File: src/rtl/mips_trace_collector.sv
// In-order trace FIFO for GRF and DM write events of the single-cycle MIPS core.
// Two write slots per cycle (GRF first, then DM), first-word-fall-through read side.
module mips_trace_collector #(
    parameter int unsigned DEPTH       = 16,
    parameter bit          FILTER_ZERO = 1'b1
) (
    input  logic                     clk,
    input  logic                     reset,
    input  logic                     grf_we,
    input  logic [31:0]              grf_pc,
    input  logic [4:0]               grf_addr,
    input  logic [31:0]              grf_wdata,
    input  logic                     dm_we,
    input  logic [31:0]              dm_pc,
    input  logic [31:0]              dm_addr,
    input  logic [31:0]              dm_wdata,
    output logic                     out_valid,
    input  logic                     out_ready,
    output logic                     out_kind,
    output logic [31:0]              out_pc,
    output logic [31:0]              out_addr,
    output logic [31:0]              out_data,
    output logic [$clog2(DEPTH):0]   count,
    output logic                     overflow,
    output logic [15:0]              drop_cnt
);

    localparam int unsigned AW = $clog2(DEPTH);

    typedef struct packed {
        logic        kind;
        logic [31:0] pc;
        logic [31:0] addr;
        logic [31:0] data;
    } rec_t;

    rec_t          mem_q [DEPTH];
    logic [AW-1:0] wptr_q, wptr_d, rptr_q, rptr_d;
    logic [AW:0]   count_q, count_d;
    logic          ovf_q, ovf_d;
    logic [15:0]   drop_q, drop_d;

    logic          pop, g_ev, d_ev, push_g, push_d;
    logic [1:0]    n_drop;
    logic [AW+1:0] free;
    logic [16:0]   drop_sum;
    rec_t          g_rec, d_rec, head;

    always_comb begin
        pop   = (count_q != '0) && out_ready;
        g_ev  = grf_we && !(FILTER_ZERO && (grf_addr == 5'd0));
        d_ev  = dm_we;
        // A pop in this cycle frees its slot for a push in the same cycle.
        free  = (AW+2)'(DEPTH) - {1'b0, count_q} + (AW+2)'(pop);
        g_rec = '{kind: 1'b0, pc: grf_pc, addr: {27'b0, grf_addr}, data: grf_wdata};
        d_rec = '{kind: 1'b1, pc: dm_pc, addr: dm_addr, data: dm_wdata};

        push_g = 1'b0;
        push_d = 1'b0;
        n_drop = 2'd0;
        if (free >= (AW+2)'(2)) begin
            push_g = g_ev;
            push_d = d_ev;
        end else if (free == (AW+2)'(1)) begin
            push_g = g_ev;
            push_d = d_ev && !g_ev;
            n_drop = {1'b0, g_ev && d_ev};
        end else begin
            n_drop = {1'b0, g_ev} + {1'b0, d_ev};
        end

        count_d  = count_q + (AW+1)'(push_g) + (AW+1)'(push_d) - (AW+1)'(pop);
        wptr_d   = wptr_q + AW'(push_g) + AW'(push_d);
        rptr_d   = rptr_q + AW'(pop);
        ovf_d    = ovf_q || (n_drop != 2'd0);
        drop_sum = {1'b0, drop_q} + 17'(n_drop);
        drop_d   = drop_sum[16] ? 16'hFFFF : drop_sum[15:0];
    end

    always_ff @(posedge clk) begin
        if (!reset) begin
            wptr_q  <= '0;
            rptr_q  <= '0;
            count_q <= '0;
            ovf_q   <= 1'b0;
            drop_q  <= 16'd0;
        end else begin
            wptr_q  <= wptr_d;
            rptr_q  <= rptr_d;
            count_q <= count_d;
            ovf_q   <= ovf_d;
            drop_q  <= drop_d;
        end
    end

    // Storage carries no reset; unread slots never reach the outputs.
    always_ff @(posedge clk) begin
        if (reset) begin
            if (push_g) mem_q[wptr_q] <= g_rec;
            if (push_d) mem_q[wptr_q + AW'(push_g)] <= d_rec;
        end
    end

    always_comb begin
        head      = mem_q[rptr_q];
        out_valid = (count_q != '0);
        out_kind  = out_valid ? head.kind : 1'b0;
        out_pc    = out_valid ? head.pc   : 32'd0;
        out_addr  = out_valid ? head.addr : 32'd0;
        out_data  = out_valid ? head.data : 32'd0;
    end

    assign count    = count_q;
    assign overflow = ovf_q;
    assign drop_cnt = drop_q;

endmodule

File: config.mk
export PLATFORM = sky130hd
export DESIGN_NAME = mips_trace_collector
export DESIGN_NICKNAME = d
export VERILOG_FILES = /design/src/rtl/mips_trace_collector.sv
export SDC_FILE = /design/constraint.sdc
export NUM_CORES = 2
export LEC_CHECK = 0
export CELL_PAD_IN_SITES_DETAIL_PLACEMENT = 2
export CELL_PAD_IN_SITES_GLOBAL_PLACEMENT = 2
export CORE_UTILIZATION = 45
export DETAILED_ROUTE_END_ITERATION = 7
export HOLD_SLACK_MARGIN = 0.1
export PLACE_DENSITY = 0.84
export SYNTH_ARGS = -nofsm -noshare
export SYNTH_HDL_FRONTEND = slang
export SYNTH_SLANG_ARGS = --single-unit
File: constraint.sdc
create_clock -name clk -period 10.2 [get_ports clk]
set_input_delay 2.55 -clock clk [delete_from_list [all_inputs] [get_ports clk]]
set_output_delay 2.55 -clock clk [all_outputs]
set_load 0.005 [all_outputs]
# == Yosys cells after proc, flatten, opt, wreduce, memory -nomap -nowiden ==
# Memory sizes are Yosys's and may differ from the RTL's. A register that Yosys moved wholly into a read port is not among the register bits.
# Cells that the tools add are included.
# totals
regBits,30
ramBits,1552
elab_cells,46
memories,1
# memory_table
name,depth,width,rd,rd_clocked_by_memory_dff,wr,line_no,rtl
mem_q,16,97,1,1,2,37,rec_t mem_q [DEPTH];
# classes
addsub,10
magnitude_cmp,1
n_eq_ne,1
mux,18
reduce_logical,10
# ops
cell,n
$mux 32,3
$add 16x2->17,1
$mux 16,1
$add 4x1->4,3
$mux 1,11
$add 5x1->5,2
$add 6x1->6,1
$eq 6x1->1 const B,1
$ge 6x2->1 const B,1
$sub 5x5->6 const A,1
$logic_not 5->1,1
$reduce_bool 5->1,1
$sub 5x1->5,1
$logic_and 1x1->1,4
$mux 2,2
$mux 4,1
$add 1x1->2,1
$logic_not 1->1,2
$reduce_bool 2->1,1
$logic_or 1x1->1,1

# == Depth between registers and ports, before layout ==
# depth
word_depth,10
depth_mapped,26
depth_no_buf,19

# == Worst setup path before layout ==
# No wires, ideal clock.
# synth_path
path_type,input to register
start,in out_ready
end,"mem mem_q[7][0] in the netlist's numbering, enable pin"
arrival_ps,8362
required_time_ps,9747
path_slack_ps,1385
stages,21
n_path_buf,5
cell_sequence,nand2_1 ha_1 inv_1 ha_1 and4_1 a31oi_1 or4_1 buf_2 buf_2 o21ai_0 inv_1 ha_1 ha_1 xor2_2 nand2b_1 buf_2 or3_4 mux2i_4 buf_6 buf_2 a21o_1
# synth_rtl
item,line_no,rtl
from (decl),18,"input logic out_ready,"
to (decl),37,

==> results.txt <==
GR Util met1: 0.4445
peak supply drop: 0.0002653 V
Post-synth EDFFs: 1536
synth top area cells: edfxtp_1 (53%), mux4_2 (13%), mux2i_1 (9.7%)
Std-Cell Rows: 160
# hold bufs at CTS: 0
final wirelength: 348000 um
final setup violation count: 0
Critical Path Source Type: input port
initial antenna violation count: 40
# nets final: 6214
sw power: 6.590 mW
share of layout cells above drive strength 1: 0.2352
Buf+Inv Stages, Crit Path: 6
Switching Fraction: 0.3328
worst r2r dst: mem_q[14][83]
delay-heaviest family, CP: buffers and inverters
Sum Neg Setup Slack: 0 ns
FF-to-FF Start: count[2]
min-delay src: mem_q[12][96]
1st-iter DRT viols: 8074
FF+latch count, synth: 1582
Post-synth top cells: edfxtp_1 (1536), mux2i_1 (841), clkbuf_1 (602)
clk slew on worst S/H paths: 0.06 ns
die footprint: 194600 um2
Mapped Area: 86790 um2
core area: 190800 um2
Tcrit/Tclk final: 0.8467
Synth top area share: 0.5315
most numerous cell in the Yosys netlist: edfxtp_1
Max Cap Viol: 0
CTS tree: yes
hold depth: 1
clock sinks: 1582
Setup Buffers After CTS: 0
M3 GR Usage: 0.06535
root buffer cell: clkbuf_16
ys async rst share: 0
CTS resizes: 0
Int Pwr: 13.21 mW
Seq pwr share: 0.389
leakage power: 38.99 nW
Pins Over Slew Limit: 0
Die Y: 441.2 um
met2 Use GR: 0.5848
Syn Inst Count: 6237
Initial Util: 0.4549
dpl cells: 8352
Power Density: 204.7 nW/um2
drt first pass iters: 8
Reg2Reg Depth: 21
CP Cell Sequence: clkdlybuf4s50_1 > nand2_1 > ha_1 > inv_1 > ha_1 > and4_1 > a31oi_1 > or4_2 > o21ai_0 > inv_1 > ha_1 > nand3_1 > xor2_1 > buf_4 > nor3_1 > mux2i_4 > buf_4 > buf_4 > mux2i_1
crit path kind: input port to flop
Critical Path RT: 10.83 ns
H-tree depth: 4
Max Freq: 0.1158 GHz
syn avg cell area: 13.91 um2
Buffers on Ports: 289
Net Count, Synth: 6429
first-pass GRT wire length: 498900 um
Clock Skews: 0.02320 ns
HPWL Detailed: 180700 um
final worst path period need: 8.636 ns
I/O pin count: 290
post-synthesis sequential area ratio: 0.5421
pin slew with the least headroom to its limit: 1.305 ns
fin cells: 8699
Num CTS Buffers: 179
clock buffer depth: 3
pin count of the biggest net entering global routing: 232
DRC viols: 0
CP Max Fanout: 48
vias in the first global route: 66482
RSZ-0062 raised after global routing: false
Slowest-stage cell, CP: buf_4
CP Capture Type: flop
Syn. warnings: 0
Synth area leader: edfxtp_1
Synth Flop Type: edfxtp_1
status: finished, final reports clean
Max-slew headroom: 0.1234
Placer Congestion: 0.8205
max incr delay on CP: 0.82 ns
layer carrying the most global-route usage: met2
clk_lat worst skew: 0.84 ns
hold crit path type: flop to flop
final hold vios: 0
gr usage total: 0.3546
flop-to-flop setup slack: 2.18 ns
P&R area growth vs syn: 11.44%
logic gate share of total power: 0.280
post-synth cell types: 47
Die X: 441.2 um
remaining antenna violation count: 0
clock network power share: 0.331
GRT overflow: 0
CP arrival: 9.27 ns
via/cell ratio: 7.057
hold endpoint: mem_q[12][96]
via count: 61385
WL per Instance: 40.01 um
cell type report:
class                   count  area, um2
diodes                     22      55.05
clock buffers             230       4773
clock inverters            95      853.3
fillers                 17276      94070
inverters                  87      326.6
multi-input cells        3770      36260
flip-flops and latches   1582      47060
well taps                2511       3142
repair buffers            402       4242
flip-flops by register name, summed over array words and instances (netlist names):
register  count
overflow      1
count         5
mem_q      1552
drop_cnt     16
wptr_q        4
rptr_q        4
power by group through the flow:
stage / clock network, mW / registers, mW / logic, mW
3_5_place_dp: 0 / 7.83 / 5.38
4_1_cts: 6.56 / 7.71 / 5.47
6_report: 6.55 / 7.71 / 5.54
3_3_place_gp: 0 / 7.80 / 5.20
2_1_floorplan: 0 / 7.73 / 3.11
5_1_grt: 6.75 / 7.73 / 5.69
kinds of logic (layout without fill, tap and decap cells):
kind of cell / Yosys count / in the layout / share of synthesized area
AND/OR/NAND/NOR: 2052 / 2052 / 0.1423
multiplexers: 1619 / 1619 / 0.2610
other: 0 / 22 / 0
flip-flops: 1582 / 1582 / 0.5421
AO/OA/AOI/OAI: 53 / 53 / 0.004109
buffers and inverters: 885 / 814 / 0.04458
XOR/XNOR: 24 / 24 / 0.002509
adder cells (fa/ha/maj): 22 / 22 / 0.003431
per-layer routing:
layer	routed length (um)	part of all wire
met4	17740	0.051
met1	128000	0.37
met3	30520	0.088
met5	86	0.00025
met2	171700	0.49
metrics by stage:
step	hold WS [ns]	setup WS (ns)	utilization	cell area, um2	power, mW
4_1_cts	0.4641	1.891	0.5066	96660	19.73
6_report	0.4681	1.564	0.5069	96710	19.80
3_3_place_gp	0.4342	1.399	0.4772	91030	13.00
2_1_floorplan	0.4211	1.385	-	86790	10.84
5_1_grt	0.4877	1.626	0.5069	96710	20.17
3_5_place_dp	0.4426	1.217	0.4772	91030	13.21
how the worst max path moves through the flow:
stage | from | endpoint | slack (ns) | cells after the start
after floorplan | out_ready | mem_q[7][0] | 1.38 | 21
after global placement | out_ready | mem_q[9][81] | 1.40 | 19
after detailed placement | out_ready | mem_q[9][64] | 1.22 | 19
after CTS | out_ready | mem_q[9][74] | 1.89 | 19
after global routing | out_ready | mem_q[14][83] | 1.63 | 19
final | out_ready | mem_q[14][83] | 1.56 | 19
layout by cell type, fill, tap and decap left out, types with 17 or more instances in the layout:
cell type        count
edfxtp_1          1536
mux2i_1            828
nand4_1            554
and2_1             552
mux4_2             485
nor3_1             301
mux2_2             290
nand2_1            289
clkdlybuf4s50_1    289
or3b_2             276
clkbuf_16          181
inv_1               87
buf_4               73
clkinv_1            46
clkbuf_1            43
dfxtp_1             41
buf_12              40
clkinv_2            24
diode_2             22
ha_1                19
a21oi_1             18
nand3_1             18
nor2_1              17
(Power assumes the default switching activity.)
